===== config.mk =====
export PLATFORM = sky130hd
export DESIGN_NAME = ifetch_stage
export DESIGN_NICKNAME = d
export VERILOG_FILES = /design/src/rtl/ifetch_stage.sv
export SDC_FILE = /design/constraint.sdc
export NUM_CORES = 1
export LEC_CHECK = 0
export CELL_PAD_IN_SITES_DETAIL_PLACEMENT = 1
export CELL_PAD_IN_SITES_GLOBAL_PLACEMENT = 2
export CORE_MARGIN = 4
export CORE_UTILIZATION = 25
export CTS_BUF_LIST = sky130_fd_sc_hd__clkbuf_8
export CTS_CLUSTER_SIZE = 28
export DETAILED_ROUTE_END_ITERATION = 10
export PLACE_DENSITY = 0.79
export SYNTH_ARGS = -nofsm -noshare
export SYNTH_HDL_FRONTEND = slang
export SYNTH_SLANG_ARGS = --single-unit

===== constraint.sdc =====
create_clock -name clk_i -period 7.3 [get_ports clk_i]
set_clock_uncertainty 0.15 [all_clocks]
set_input_delay 0.73 -clock clk_i [delete_from_list [all_inputs] [get_ports clk_i]]
set_output_delay 0.73 -clock clk_i [all_outputs]
set_load 0.1 [all_outputs]

===== src/rtl/ifetch_stage.sv =====
// rtl/ifetch_stage.sv - instruction-fetch stage: imem handshake, IF/ID register, next-PC select
//
// Purpose
//   Sits directly after the PC register. Fetches the word at pc_i over a
//   req/ready instruction-memory handshake, loads the IF/ID pipeline register,
//   absorbs hazard stalls and branch flushes, and computes the next PC that is
//   fed back into the PC register every cycle.
//
// Ports
//   clk_i            in   1   clock, rising edge
//   rst_i            in   1   asynchronous active-low reset
//   start_i          in   1   synchronous restart (same strobe that zeroes the PC)
//   pc_i             in   32  current PC
//   stall_i          in   1   hold IF/ID, do not advance the PC
//   flush_i          in   1   branch taken in ID: squash fetch, redirect the PC
//   branch_target_i  in   32  redirect address, sampled while flush_i=1
//   imem_req_o       out  1   fetch request
//   imem_addr_o      out  32  word-aligned fetch address
//   imem_ready_i     in   1   read data valid this cycle
//   imem_rdata_i     in   32  instruction word
//   pc_next_o        out  32  next PC (combinational)
//   ifid_inst_o      out  32  IF/ID instruction
//   ifid_pc4_o       out  32  IF/ID PC+4
//   ifid_valid_o     out  1   IF/ID holds a real instruction
//   err_o            out  1   sticky imem timeout flag

module ifetch_stage #(
    parameter logic [31:0] NOP_INST = 32'h0000_0000,
    parameter int unsigned TIMEOUT  = 16
) (
    input  logic        clk_i,
    input  logic        rst_i,
    input  logic        start_i,
    input  logic [31:0] pc_i,
    input  logic        stall_i,
    input  logic        flush_i,
    input  logic [31:0] branch_target_i,
    output logic        imem_req_o,
    output logic [31:0] imem_addr_o,
    input  logic        imem_ready_i,
    input  logic [31:0] imem_rdata_i,
    output logic [31:0] pc_next_o,
    output logic [31:0] ifid_inst_o,
    output logic [31:0] ifid_pc4_o,
    output logic        ifid_valid_o,
    output logic        err_o
);

    localparam int unsigned      CNT_W    = $clog2(TIMEOUT + 1);
    localparam logic [CNT_W-1:0] CNT_MAX  = CNT_W'(TIMEOUT);
    localparam logic [CNT_W-1:0] CNT_LAST = CNT_W'(TIMEOUT - 1);

    typedef enum logic [1:0] {
        S_IDLE  = 2'd0,
        S_FETCH = 2'd1,
        S_HOLD  = 2'd2
    } state_e;

    state_e           state_q, state_d;
    logic [31:0]      ifid_inst_q, ifid_inst_d;
    logic [31:0]      ifid_pc4_q, ifid_pc4_d;
    logic             ifid_valid_q, ifid_valid_d;
    logic [31:0]      buf_q, buf_d;           // instruction captured while stalled
    logic             pend_q, pend_d;         // flush seen while waiting for ready
    logic [31:0]      pend_tgt_q, pend_tgt_d; // redirect target for the pending flush
    logic [CNT_W-1:0] cnt_q, cnt_d;           // wait cycles of the current request
    logic             err_q, err_d;

    logic [31:0] pc_plus4;

    // Wraps modulo 2^32 by construction.
    assign pc_plus4 = pc_i + 32'd4;

    // Request is a pure function of state, so an asynchronous reset drops it
    // immediately. The address follows pc_i, which the PC register holds
    // steady while we wait (pc_next_o = pc_i), keeping req/addr stable.
    assign imem_req_o  = (state_q == S_FETCH);
    assign imem_addr_o = {pc_i[31:2], 2'b00};

    always_comb begin
        state_d      = state_q;
        ifid_inst_d  = ifid_inst_q;
        ifid_pc4_d   = ifid_pc4_q;
        ifid_valid_d = ifid_valid_q;
        buf_d        = buf_q;
        pend_d       = pend_q;
        pend_tgt_d   = pend_tgt_q;
        cnt_d        = cnt_q;
        err_d        = err_q;
        pc_next_o    = pc_i;

        // A bubble clears valid and the instruction; ifid_pc4 is left as is
        // because nothing downstream consumes it without valid.
        if (start_i) begin
            state_d      = S_IDLE;
            pc_next_o    = 32'd0;
            ifid_inst_d  = NOP_INST;
            ifid_valid_d = 1'b0;
            pend_d       = 1'b0;
            cnt_d        = '0;
        end else begin
            unique case (state_q)
                S_IDLE: begin
                    pc_next_o    = 32'd0;
                    ifid_inst_d  = NOP_INST;
                    ifid_valid_d = 1'b0;
                    state_d      = S_FETCH;
                end

                S_FETCH: begin
                    if (!imem_ready_i) begin
                        // Waiting: PC holds, count toward the timeout.
                        pc_next_o = pc_i;
                        if (cnt_q != CNT_MAX) begin
                            cnt_d = cnt_q + 1'b1;
                        end
                        if (cnt_q == CNT_LAST) begin
                            err_d = 1'b1;
                        end
                        if (flush_i) begin
                            // The request cannot be withdrawn; remember where to
                            // go once the (now stale) response arrives.
                            pend_d       = 1'b1;
                            pend_tgt_d   = branch_target_i;
                            ifid_inst_d  = NOP_INST;
                            ifid_valid_d = 1'b0;
                        end else if (!stall_i) begin
                            ifid_inst_d  = NOP_INST;
                            ifid_valid_d = 1'b0;
                        end
                    end else begin
                        cnt_d = '0;
                        if (flush_i) begin
                            pc_next_o    = branch_target_i;
                            pend_d       = 1'b0;
                            ifid_inst_d  = NOP_INST;
                            ifid_valid_d = 1'b0;
                        end else if (pend_q) begin
                            pc_next_o    = pend_tgt_q;
                            pend_d       = 1'b0;
                            ifid_inst_d  = NOP_INST;
                            ifid_valid_d = 1'b0;
                        end else if (stall_i) begin
                            buf_d     = imem_rdata_i;
                            pc_next_o = pc_i;
                            state_d   = S_HOLD;
                        end else begin
                            ifid_inst_d  = imem_rdata_i;
                            ifid_pc4_d   = pc_plus4;
                            ifid_valid_d = 1'b1;
                            pc_next_o    = pc_plus4;
                        end
                    end
                end

                S_HOLD: begin
                    if (flush_i) begin
                        pc_next_o    = branch_target_i;
                        ifid_inst_d  = NOP_INST;
                        ifid_valid_d = 1'b0;
                        state_d      = S_FETCH;
                    end else if (!stall_i) begin
                        ifid_inst_d  = buf_q;
                        ifid_pc4_d   = pc_plus4;
                        ifid_valid_d = 1'b1;
                        pc_next_o    = pc_plus4;
                        state_d      = S_FETCH;
                    end else begin
                        pc_next_o = pc_i;
                    end
                end

                default: begin
                    state_d   = S_IDLE;
                    pc_next_o = 32'd0;
                end
            endcase
        end
    end

    always_ff @(posedge clk_i or negedge rst_i) begin
        if (!rst_i) begin
            state_q      <= S_IDLE;
            ifid_inst_q  <= NOP_INST;
            ifid_pc4_q   <= 32'd0;
            ifid_valid_q <= 1'b0;
            buf_q        <= 32'd0;
            pend_q       <= 1'b0;
            pend_tgt_q   <= 32'd0;
            cnt_q        <= '0;
            err_q        <= 1'b0;
        end else begin
            state_q      <= state_d;
            ifid_inst_q  <= ifid_inst_d;
            ifid_pc4_q   <= ifid_pc4_d;
            ifid_valid_q <= ifid_valid_d;
            buf_q        <= buf_d;
            pend_q       <= pend_d;
            pend_tgt_q   <= pend_tgt_d;
            cnt_q        <= cnt_d;
            err_q        <= err_d;
        end
    end

    assign ifid_inst_o  = ifid_inst_q;
    assign ifid_pc4_o   = ifid_pc4_q;
    assign ifid_valid_o = ifid_valid_q;
    assign err_o        = err_q;

endmodule

# Yosys cells after proc, flatten, opt, wreduce, memory -nomap -nowiden
# Cells that the tools add are included.
# word_totals
register_bits	138
inputBits	102
out_inout_bits	131
wordCells	93
# op_classes
n_addsub	2
n_eq_ne	15
mux	48
n_bitwise	4
reduce_logical	15
# ops
operator	n
two-way mux 32 bit	20
case mux 32 bit (2 select lines)	2
case mux 32 bit (3 select lines)	1
adder 32 x 3 -> 32 bit, second input constant	1
two-way mux 5 bit	4
two-way mux 2 bit	7
two-way mux 1 bit	12
AND reduction 4 bit	3
AND reduction 6 bit	2
!= test 5 x 4 -> 1 bit, second input constant	2
!= test 3 bit, second input constant	3
!= test 2 bit, second input constant	3
case mux 2 bit (3 select lines)	1
AND reduction 2 bit	3
nonzero test 3 bit	2
adder 5 x 1 -> 5 bit, second input constant	1
== test 5 x 4 -> 1 bit, second input constant	1
!= test 5 bit, second input constant	1
AND reduction 5 bit	1
!= test 4 bit, second input constant	1
inverter 1 bit	4
nonzero test 2 bit	2
nonzero test 4 bit	1
!= test 3 x 2 -> 1 bit, second input constant	1
other kinds (5)	5

# Depth between registers and ports, before layout
# Gate-level depths: netlist of run 1.
# logic_depth
depth_word	7
ltp_mapped	11
mapped_depth_nobuf	8

# Least setup slack after synthesis of run 1
# Ideal clock, no wire load.
# synth_timing
path_kind	register to output
from	reg state_q[1]
to	out pc_next_o[26]
arrival_time_ns	4.724
t_required_ns	6.420
setup_slack_ns	1.696
path_stages_with_launch	11
n_path_buf	3
path_cell_list	dfrtp_1 -> inv_1 -> ha_1 -> clkbuf_1 -> and2_1 -> clkbuf_1 -> clkbuf_1 -> o21ai_0 -> nand2_1 -> o21ai_0 -> a221oi_1
# synth_between
elab_chain_cells	3
# synth_rtl
item	line_no	text
start, declared	59	state_e state_q, state_d;
start signal, assigned	193	state_q <= state_d;
== test 2 x 1 -> 1 bit	-	
named net imem_req_o	38	output logic imem_req_o,
case mux 32 bit (2 select lines)	102	unique case (state_q)
two-way mux 32 bit	94	if (start_i) begin
end, declared	42	output logic [31:0] pc_next_o,
# The timed path passes the listed nets, and every way through them passes these cells.

# Worst setup path after layout of run 1
# layout_timing
from	in pc_i[2]
to	out pc_next_o[26]
# layout_between
elab_chain_cells	7
# layout_rtl
item	line_no	text
start, declared	34	input logic [31:0] pc_i,
adder 32 x 3 -> 32 bit (*)	72	assign pc_plus4 = pc_i + 32'd4;
two-way mux 32 bit (*)	143, 162	
two-way mux 32 bit	138	end else if (pend_q) begin
two-way mux 32 bit	133	if (flush_i) begin
two-way mux 32 bit	111	if (!imem_ready_i) begin
case mux 32 bit (2 select lines) (*)	102	
two-way mux 32 bit (*)	94	
# Mark *: on every way between the ends. The rest lies on a longest branch, timed or not.

==> results of run 1 <==
==> power by group through the flow <==
stage	registers, W	clock network, W	logic (W)
after floorplan	0.00149	0	0.000447
after global placement	0.00105	0	0.00123
after detailed placement	0.00106	0	0.00124
after CTS	0.00105	0.000654	0.00124
after global routing	0.00107	0.000692	0.00130
final	0.00105	0.000631	0.00123
==> state kept, by name (all words and copies together), names as in the netlist <==
register and cells:
buf_q 32, ifid_inst_o 32, err_o 1, state_q 2, ifid_valid_o 1, pend_tgt_q 32
pend_q 1, cnt_q 5, ifid_pc4_o 32
==> cell families (layout without fill, tap and decap cells) <==
family | Yosys count | after routing | share of synthesized area
AND/OR/NAND/NOR | 278 | 278 | 0.156
multiplexers | 73 | 73 | 0.0962
adder cells (fa/ha/maj) | 7 | 7 | 0.0103
flip-flops | 138 | 138 | 0.407
buffers and inverters | 130 | 299 | 0.0760
other | 1 | 5 | 0.000442
AO/OA/AOI/OAI | 261 | 261 | 0.204
XOR/XNOR | 48 | 48 | 0.0495
==> stage by stage <==
step / hold slack [ns] / setup slack (ns)
2_1_floorplan: 0.284 / 1.70
3_3_place_gp: 0.308 / 1.71
3_5_place_dp: 0.302 / 1.70
4_1_cts: 0.113 / 1.69
5_1_grt: 0.112 / 1.44
6_report: 0.0794 / 1.72
==> routing by layer <==
layer  share of wire  vias to the layer above  wire length, um
met5         0.00081                        -               27
met4           0.021                        4              702
met3           0.077                       42             2560
met2            0.46                      247            15200
met1            0.44                     3941            14800
li1                -                     3678                -
==> worst paths after layout <==
kind | endpoint | slack [ns] | cells after the start
worst max-delay path | pc_next_o[26] | 1.72 | 8
worst min-delay path | buf_q[22]$_DFFE_PN0P_ | 0.08 | 1
worst max register to register | pend_tgt_q[12]$_DFFE_PN0P_ | 3.43 | 6
worst min register to register | err_o$_DFFE_PN0P_ | 0.32 | 1
max in group asynchronous | ifid_pc4_o[30]$_DFFE_PN0P_ | 5.39 | 2
min in group clk_i | err_o$_DFFE_PN0P_ | 0.32 | 1
==> final cells by class <==
| class | instances | area [um^2] | area share |
|---|---|---|---|
| multi-input combinational | 669 | 4430 | 0.392 |
| clock buffer | 18 | 248 | 0.0219 |
| timing repair buffer | 249 | 2410 | 0.213 |
| antenna | 3 | 7.51 | 0.000665 |
| tap | 448 | 561 | 0.0496 |
| inverter | 18 | 67.6 | 0.00598 |
| sequential | 138 | 3450 | 0.306 |
| clock inverter | 14 | 124 | 0.0110 |
==> worst max-delay path: stages <==
cell and delay [ns]:
clkdlybuf4s50_1 0.73, ha_1 0.39, and4b_1 0.29, nand4_1 0.27
nor4_1 0.54, mux2i_1 0.15, a221oi_1 0.38, clkdlybuf4s50_1 1.20
==> placed cells by master (no fill, tap or decap), drive strengths merged, types with 4 or more instances in the layout <==
master / Yosys / routed
o2111ai: 5 / 5
xor2: 18 / 18
a22oi: 39 / 39
ha: 7 / 7
mux2i: 4 / 4
a21oi: 37 / 37
clkbuf: 48 / 18
nand4: 16 / 16
mux2: 69 / 69
o21ai: 75 / 75
xnor2: 30 / 30
a221oi: 5 / 5
nor2b: 5 / 5
clkdlybuf4s50: 0 / 213
o31ai: 34 / 34
and3: 7 / 7
clkinv: 1 / 4
o22ai: 9 / 9
nor3: 22 / 22
nand2b: 12 / 12
dfrtp: 138 / 138
o211ai: 16 / 16
nor4: 13 / 13
nor2: 55 / 55
a222oi: 8 / 8
buf: 64 / 36
nand2: 120 / 120
inv: 17 / 26
a221o: 4 / 4
nand3: 13 / 13
a31oi: 5 / 5
==> run summary, run 1 <==
NumNets Final: 1202
Die Ht: 192 um
Top FF cell, synth: dfrtp_1
Least-Margin Pin Slew: 1.12 ns
Sw Pwr: 0.00136 W
Syn avg cell area: 9.07 um^2
Clock transition at path regs: 0.10 ns
Warnings from Yosys: 0
Clock Root Buffer: clkbuf_8
Setup TNS: 0 ns
GR Util met1: 0.241
Area post-placement: 0.0109 mm^2
Maximum vdd ir drop: 170 uV
Total power draw: 0.00291 W
Vias in the first global route: 8322
Worst-Skew Late Latency: 0.48 ns
Routed WL: 33300 um
Syn Inst Count: 936
Starting density of the core: 0.253
Port Buf Inserts: 230
Placed Cells: 1522
Share of power burned in the clock network: 0.217
Slew Viols, Final: 0
First-pass GRT wire length: 51400 um
Pwr dens: 258 mW/mm^2
Worst Setup Start Kind: primary input
Reg2reg start: state_q[1]$_DFFE_PN0P_
Final GP Congestion: 0.840
Tot GR Track Use: 0.180
P_leak: 4.36 nW
Final worst path period share: 0.764
Area grow syn2layout: 33.0%
Most numerous cell in the Yosys netlist: dfrtp_1
Number of nets with antenna violations after routing: 0
Initial antenna violation count: 5
CTS max path bufs: 2
Crit Path Category: primary input to primary output
RSZ-0062 raised after global routing: false
Worst setup path start: pc_i[2]
Largest net degree at the start of global routing: 72
Post-CTS Setup Bufs: 0
Final instance area: 0.0113 mm^2
Final min period: 5.58 ns
Detail Placement HPWL: 23900 um
Status: complete, no violations
Crit end category: primary output
Switching share of power: 0.467
Die X: 192 um
Final core occ: 0.337
# clock sinks: 138
Hold_buf cts: 0
First-pass detailed-route iteration total: 5
Synth cell types: 66
GRT overflow: 0
IO Count: 233
GR peak layer: met2
Seq/Total Area, Yosys: 0.407
CP max FO: 8
Vias: 7912
Final Hold Viols: 0
Worst Hold Class: primary input to async pin
WP data required: 6.42 ns
Placement row count: 67
Sequential share of power: 0.360
Post-synth EDFFs: 0
Synthesized area: 0.00849 mm^2
Commonest cells post-synth: 138 x dfrtp_1, 120 x nand2_1, 72 x o21ai_0
Met3 Usage GRT: 0.0526
Fmax: 179 MHz
Synth Register Bits: 138
CTS buffer count: 17
Slew margin rel.: 0.248
Max H-tree Level: 4
Yosys top cell area share: 0.407
Max-Cap Viols: 0
Internal power: 0.00155 W
TritonCTS clock tree: done
Final Non-Filler Cells: 1557
Gate power share: 0.424
Share of cells above drive strength 1: 0.141
Filler cells: 3932
Met2 usage: 0.279
Synth area leaders: dfrtp_1 41%, mux2_2 9.2%, nand2_1 5.3%
Final setup vio count: 0
Yosys top cell by area: dfrtp_1
DRC errors left: 0
Crit path DAT: 4.70 ns
Drt wl/cell: 21.4 um
CTS resizes: 0
FFs w/ async S/R, synth: 1.00
Initial drt markers: 496
DR vias/cell: 5.08
Core Area: 0.0335 mm^2
DIE AREA: 0.0370 mm^2
Note: power is estimated with default switching activity, not from simulation.
==> run 2: changes to the inputs <==
clock period = 5.7 ns   (was 7.3 ns; I/O delays follow)
==> run 2 against run 1 <==
- clock power grew 31%
- flip-flop and latch count unchanged
- first-iteration DRC count fell by 5.4%
- final area rose by 1.8%
- utilization up 0.62 points
- final cell count is 0.32% higher
- die area stayed put
- worst hold slack worse by 0.062 ns
- total power increased by 29%
- routed wire length rose by 1.1%
- global-route usage is 0.054 points lower
==> run summary, run 2 (synthesized netlist as in run 1, its figures left out) <==
Status: complete, no violations (unchanged)
Clock Root Buffer: clkbuf_8 (unchanged)
Crit end category: primary output (unchanged)
NumNets Final: 1206 (was 1202)
Commonest non-fill, non-tap cell in the layout: clkdlybuf4s50_1 (unchanged)
Filler cells: 3831 (was 3932)
Switching share of power: 0.465 (was 0.467)
Largest net degree at the start of global routing: 87 (was 72)
Vias in the first global route: 8277 (was 8322)
Least-Margin Pin Slew: 1.12 ns (about the same)
First-pass detailed-route iteration total: 5 (unchanged)
Placed Cells: 1526 (was 1522)
Post-CTS Setup Bufs: 0 (unchanged)
IO Count: 233 (unchanged)
Placement row count: 67 (unchanged)
Critical path's top delay family: simple AND/OR/NAND/NOR gates (was buffers and inverters)
Die X: 192 um (unchanged)
# clock sinks: 138 (unchanged)
Initial antenna violation count: 6 (was 5)
Area grow syn2layout: 35.5% (was 33.0%)
CP Cell Sequence: clkdlybuf4s50_1 -> ha_1 -> nand4b_1 -> nor4_2 -> nand2_1 -> o21ai_0 -> o2111ai_1 -> a31oi_1 -> buf_4 (was clkdlybuf4s50_1 -> ha_1 -> and4b_1 -> nand4_1 -> nor4_1 -> mux2i_1 -> a221oi_1 -> clkdlybuf4s50_1)
Final setup vio count: 0 (unchanged)
First-pass GRT wire length: 50900 um (was 51400 um)
Met3 wire length: 2390 um (was 2560 um)
RSZ-0062 raised after global routing: false (unchanged)
Final GP Congestion: 0.835 (was 0.840)
Crit Path Category: primary input to primary output (unchanged)
Worst Setup Start Kind: primary input (unchanged)
Max H-tree Level: 4 (unchanged)
CTS max path bufs: 2 (unchanged)
Tot GR Track Use: 0.179 (was 0.180)
Fmax: 212 MHz
DIE AREA: 0.0370 mm^2 (unchanged)
Share of power burned in the clock network: 0.219 (was 0.217)
Routed WL: 33600 um (was 33300 um)
Setup TNS: 0 ns (unchanged)
Worst-Skew Late Latency: 0.48 ns (about the same)
Total power draw: 0.00377 W (was 0.00291 W)
Vias: 7954 (was 7912)
Clock transition at path regs: 0.10 ns (about the same)
GRT overflow: 0 (unchanged)
DRC errors left: 0 (unchanged)
Area post-placement: 0.0111 mm^2 (was 0.0109 mm^2)
Number of nets with antenna violations after routing: 0 (unchanged)
Initial drt markers: 469 (was 496)
Share of cells above drive strength 1: 0.159 (was 0.141)
Die Ht: 192 um (unchanged)
P_leak: 4.47 nW (was 4.36 nW)
CP max FO: 8 (unchanged)
Drt wl/cell: 21.5 um (was 21.4 um)
Sw Pwr: 0.00175 W (was 0.00136 W)
Final Non-Filler Cells: 1562 (was 1557)
Port Buf Inserts: 230 (unchanged)
CTS buffer count: 17 (unchanged)
Slew Viols, Final: 0 (unchanged)
Sequential share of power: 0.357 (was 0.360)
M1 WL: 15000 um (was 14800 um)
Max-Cap Viols: 0 (unchanged)
Slew margin rel.: 0.251 (was 0.248)
Starting density of the core: 0.253 (unchanged)
Gate power share: 0.424 (about the same)
Uppermost layer routed: met5 (unchanged)
Most frequent cells in the layout: 197 x clkdlybuf4s50_1, 138 x dfrtp_1, 119 x nand2_1, 72 x o21ai_0, 69 x mux2_2 (was 213 x clkdlybuf4s50_1, 138 x dfrtp_1, 119 x nand2_1, 72 x o21ai_0, 69 x mux2_2)
Internal power: 0.00202 W (was 0.00155 W)
Hold_buf cts: 0 (unchanged)
Final Hold Viols: 0 (unchanged)
Detail Placement HPWL: 24000 um (was 23900 um)
CTS resizes: 0 (unchanged)
Final hold slack: 0.0176 ns (was 0.0794 ns)
DR vias/cell: 5.09 (was 5.08)
Met2 WL: 15700 um (was 15200 um)
WP data required: 4.98 ns (was 6.42 ns)
CP max-delay cell: nor4_2 (was clkdlybuf4s50_1)
Final min period: 4.72 ns
Worst Path Buf+Inv: 2 (unchanged)
Final instance area: 0.0115 mm^2 (was 0.0113 mm^2)
Crit path DAT: 4.00 ns (was 4.70 ns)
TritonCTS clock tree: done (unchanged)
Worst path max stage delay: 0.75 ns (was 1.20 ns)
Maximum vdd ir drop: 237 uV (was 170 uV)
Worst Hold Class: primary input to async pin (unchanged)
Pwr dens: 327 mW/mm^2 (was 258 mW/mm^2)
Final worst path period share: 0.828
Core Area: 0.0335 mm^2 (unchanged)
run 2: changes by cell type in the layout (fill, tap and decap cells not counted), sizes merged:
cell,change
buf,+20
clkbuf,+1
clkdlybuf4s50,-16
clkinv,-1
clkinvlp,-1
diode,+1
inv,+1
run 2: power by group through the flow:
stage / sequential (W) / clock [W] / combinational, W
after global routing: 0.00137 / 0.000893 / 0.00168
after CTS: 0.00134 / 0.000861 / 0.00161
final: 0.00135 / 0.000825 / 0.00160
after detailed placement: 0.00136 / 0 / 0.00161
after global placement: 0.00135 / 0 / 0.00159
after floorplan: 0.00191 / 0 / 0.000573
run 2: through the flow:
stage / utilization / setup slack [ns]
global route: 0.343 / 0.846
CTS: 0.343 / 1.01
floorplan: - / 0.256
detailed placement: 0.331 / 1.03
finish: 0.343 / 0.983
global placement: 0.331 / 1.17
run 2: area by class of cell:
class / count / area (um^2) / share of cell area
repair buffers: 253 / 2600 / 0.226
clock buffers: 19 / 262 / 0.0227
clock inverters: 13 / 125 / 0.0109
well taps: 448 / 561 / 0.0487
diodes: 4 / 10.0 / 0.000870
flip-flops and latches: 138 / 3450 / 0.300
multi-input cells: 669 / 4430 / 0.385
inverters: 18 / 67.6 / 0.00587
run 2: path summary, 6_finish.rpt:
| check | from | to | slack (ns) | cells past startpoint |
|---|---|---|---|---|
| hold / removal | rst_i | pend_tgt_q[12]$_DFFE_PN0P_ | 0.02 | 1 |
| hold reg to reg | err_o$_DFFE_PN0P_ | err_o$_DFFE_PN0P_ | 0.32 | 1 |
| min in group clk_i | err_o$_DFFE_PN0P_ | err_o$_DFFE_PN0P_ | 0.32 | 1 |
| max in group asynchronous | rst_i | ifid_inst_o[10]$_DFFE_PN0P_ | 4.10 | 2 |
| setup reg to reg | state_q[1]$_DFFE_PN0P_ | buf_q[23]$_DFFE_PN0P_ | 1.72 | 8 |
| setup / recovery | pc_i[2] | pc_next_o[30] | 0.98 | 9 |
run 2: worst register-to-register path: stages (launching register included):
cell	delay, ns
dfrtp_1	0.40
inv_1	0.11
ha_1	0.74
nand2_1	0.68
nor2_4	0.65
buf_4	0.37
nand3b_1	0.11
buf_4	0.28
mux2_2	0.37
run 2: per-layer routing:
layer,track usage,vias to the layer above
met5,0,-
li1,-,3693
met4,0.0592,4
met1,0.237,3977
met3,0.0503,31
met2,0.282,249
==> run 3: changes to the inputs <==
clock period = 4.5 ns   (was 5.7 ns; I/O delays follow)
==> run 3 against run 2 <==
- total power increased by 27%
- utilization increased by 1.0 points
- critical path type unchanged
- clock power grew 22%
- critical path depth unchanged
- final cell count increased by 1.4%
- largest power group unchanged
- routed wire length up 1.5%
- worst setup slack got worse by 0.41 ns
- flip-flop and latch count stayed put
- sequential share of layout area is 0.88 points lower
- final area increased by 3.0%
- first-iteration DRC count rose by 22%
- critical endpoint is now pc_next_o[28]
- die area unchanged
==> run summary, run 3 (synthesized netlist as in run 1, its figures left out) <==
Area grow syn2layout: 39.6% (was 35.5%)
WP data required: 3.90 ns (was 4.98 ns)
Final worst path period share: 0.872
Crit end category: primary output (unchanged)
Share of cells above drive strength 1: 0.186 (was 0.159)
Slew Viols, Final: 0 (unchanged)
Placement row count: 67 (unchanged)
Clock Root Buffer: clkbuf_8 (unchanged)
Clock transition at path regs: 0.08 ns (was 0.10 ns)
Final min period: 3.93 ns
First-pass GRT wire length: 51400 um (was 50900 um)
GRT overflow: 0 (unchanged)
Initial antenna violation count: 1 (was 6)
Pwr dens: 403 mW/mm^2 (was 327 mW/mm^2)
Least-Margin Pin Slew: 1.10 ns (was 1.12 ns)
P_leak: 4.60 nW (was 4.47 nW)
Die X: 192 um (unchanged)
Maximum vdd ir drop: 244 uV (was 237 uV)
Hold Crit Depth: 1
Final instance area: 0.0119 mm^2 (was 0.0115 mm^2)
CTS buffer count: 17 (unchanged)
CTS max path bufs: 2 (unchanged)
Core Area: 0.0335 mm^2 (unchanged)
# clock sinks: 138 (unchanged)
Most frequent cells in the layout: 195 x clkdlybuf4s50_1, 138 x dfrtp_1, 119 x nand2_1, 69 x mux2_2, 68 x o21ai_0 (was 197 x clkdlybuf4s50_1, 138 x dfrtp_1, 119 x nand2_1, 72 x o21ai_0, 69 x mux2_2)
Hold_buf cts: 1 (was 0)
Final Hold Viols: 0 (unchanged)
Detail Placement HPWL: 25500 um (was 24000 um)
Commonest non-fill, non-tap cell in the layout: clkdlybuf4s50_1 (unchanged)
Crit Reg-Reg Endpoint: ifid_inst_o[24]$_DFFE_PN0P_ (was buf_q[23]$_DFFE_PN0P_)
Worst reg-to-reg setup slack: 1.62 ns (was 1.72 ns)
Worst Hold End: err_o$_DFFE_PN0P_
Tot GR Track Use: 0.182 (was 0.179)
Worst Hold Class: register to register (was primary input to async pin)
Worst Path Buf+Inv: 3 (was 2)
CP max FO: 11 (was 8)
Status: complete, no violations (unchanged)
Area post-placement: 0.0115 mm^2 (was 0.0111 mm^2)
Drt wl/cell: 21.6 um (was 21.5 um)
Final core occ: 0.353 (was 0.343)
Worst-Skew Late Latency: 0.49 ns (was 0.48 ns)
Routed WL: 34200 um (was 33600 um)
DRC errors left: 0 (unchanged)
Largest net degree at the start of global routing: 78 (was 87)
Number of nets with antenna violations after routing: 0 (unchanged)
DIE AREA: 0.0370 mm^2 (unchanged)
IO Count: 233 (unchanged)
First-pass detailed-route iteration total: 5 (unchanged)
Port Buf Inserts: 230 (unchanged)
Worst Setup Start Kind: primary input (unchanged)
Crit path DAT: 3.33 ns (was 4.00 ns)
Vias in the first global route: 8315 (was 8277)
Starting density of the core: 0.253 (unchanged)
Final setup vio count: 0 (unchanged)
Vias: 8017 (was 7954)
Die Ht: 192 um (unchanged)
Critical path's top delay family: simple AND/OR/NAND/NOR gates (unchanged)
DR vias/cell: 5.06 (was 5.09)
TritonCTS clock tree: done (unchanged)
Final GP Congestion: 0.859 (was 0.835)
Post-CTS Setup Bufs: 0 (unchanged)
RSZ-0062 raised after global routing: false (unchanged)
Reg2reg start: state_q[1]$_DFFE_PN0P_ (unchanged)
CP Cell Sequence: clkdlybuf4s50_1 -> buf_4 -> and4_1 -> nand4_1 -> nor3_1 -> nand2_1 -> mux2i_1 -> a221oi_2 -> buf_12 (was clkdlybuf4s50_1 -> ha_1 -> nand4b_1 -> nor4_2 -> nand2_1 -> o21ai_0 -> o2111ai_1 -> a31oi_1 -> buf_4)
Crit Path Category: primary input to primary output (unchanged)
Initial drt markers: 573 (was 469)
CTS resizes: 0 (unchanged)
Setup TNS: 0 ns (unchanged)
Fmax: 255 MHz
Max H-tree Level: 4 (unchanged)
NumNets Final: 1231 (was 1206)
CP max-delay cell: clkdlybuf4s50_1 (was nor4_2)
Worst setup path start: pc_i[6] (was pc_i[2])
HP Start: err_o$_DFFE_PN0P_
Max-Cap Viols: 0 (unchanged)
Reg2reg path depth: 10 (was 8)
Worst path max stage delay: 0.55 ns (was 0.75 ns)
Slew margin rel.: 0.267 (was 0.251)
==> run 3: cell count changes in the layout (fill, tap and decap cells not counted), moves of 3 or more <==
cell / previous run / this run
buf_12: 16 / 28
diode_2: 4 / 1
a21oi_1: 36 / 30
o21ai_1: 3 / 7
a21oi_2: 0 / 6
buf_4: 39 / 52
o21ai_0: 72 / 68
==> run 3: power by group <==
group / internal, W / switching, W
Clock: 0.000417 / 0.000589
Sequential: 0.00154 / 0.000162
Combinational: 0.000608 / 0.00146
==> run 3: worst reg2reg max path, stage by stage (launching register included) <==
cell     delay (ns)
dfrtp_1        0.39
inv_1          0.10
ha_1           0.37
buf_4          0.27
nor2b_1        0.19
buf_4          0.21
a21oi_1        0.14
a21oi_4        0.15
buf_4          0.55
nand2_1        0.17
o31ai_1        0.10
==> run 3: final cells by class <==
type                       count  area [um^2]
timing repair buffer         278         2930
multi-input combinational    669         4470
inverter                      18         67.6
fill                        3842        21700
sequential                   138         3450
antenna                        1         2.50
clock inverter                14          125
clock buffer                  18          248
tap                          448          561
==> run 3: worst max-delay path by stage <==
stage / to / cells after the start
2_1_floorplan: pc_next_o[20] / 8
3_3_place_gp: pc_next_o[23] / 8
3_5_place_dp: pc_next_o[23] / 8
4_1_cts: pc_next_o[23] / 8
5_1_grt: pc_next_o[23] / 8
6_report: pc_next_o[28] / 9
==> run 3: stage by stage <==
| stage | setup slack, ns | power, W | hold slack [ns] | std cells |
|---|---|---|---|---|
| finish | 0.575 | 0.00477 | 0.312 | 1584 |
| detailed placement | 0.623 | 0.00380 | 0.302 | 1550 |
| CTS | 0.616 | 0.00483 | 0.321 | 1583 |
| global route | 0.376 | 0.00500 | 0.328 | 1583 |
| floorplan | 0.00543 | 0.00316 | 0.00441 | 937 |
| global placement | 0.677 | 0.00375 | 0.295 | 1550 |
==> run 3: layer usage <==
metal / part of all wire / vias to the layer above / track usage
met1: 0.45 / 3982 / 0.247
met3: 0.061 / 41 / 0.0411
met2: 0.47 / 251 / 0.287
li1: - / 3741 / -
met4: 0.023 / 2 / 0.0590
met5: 0.00020 / - / 0
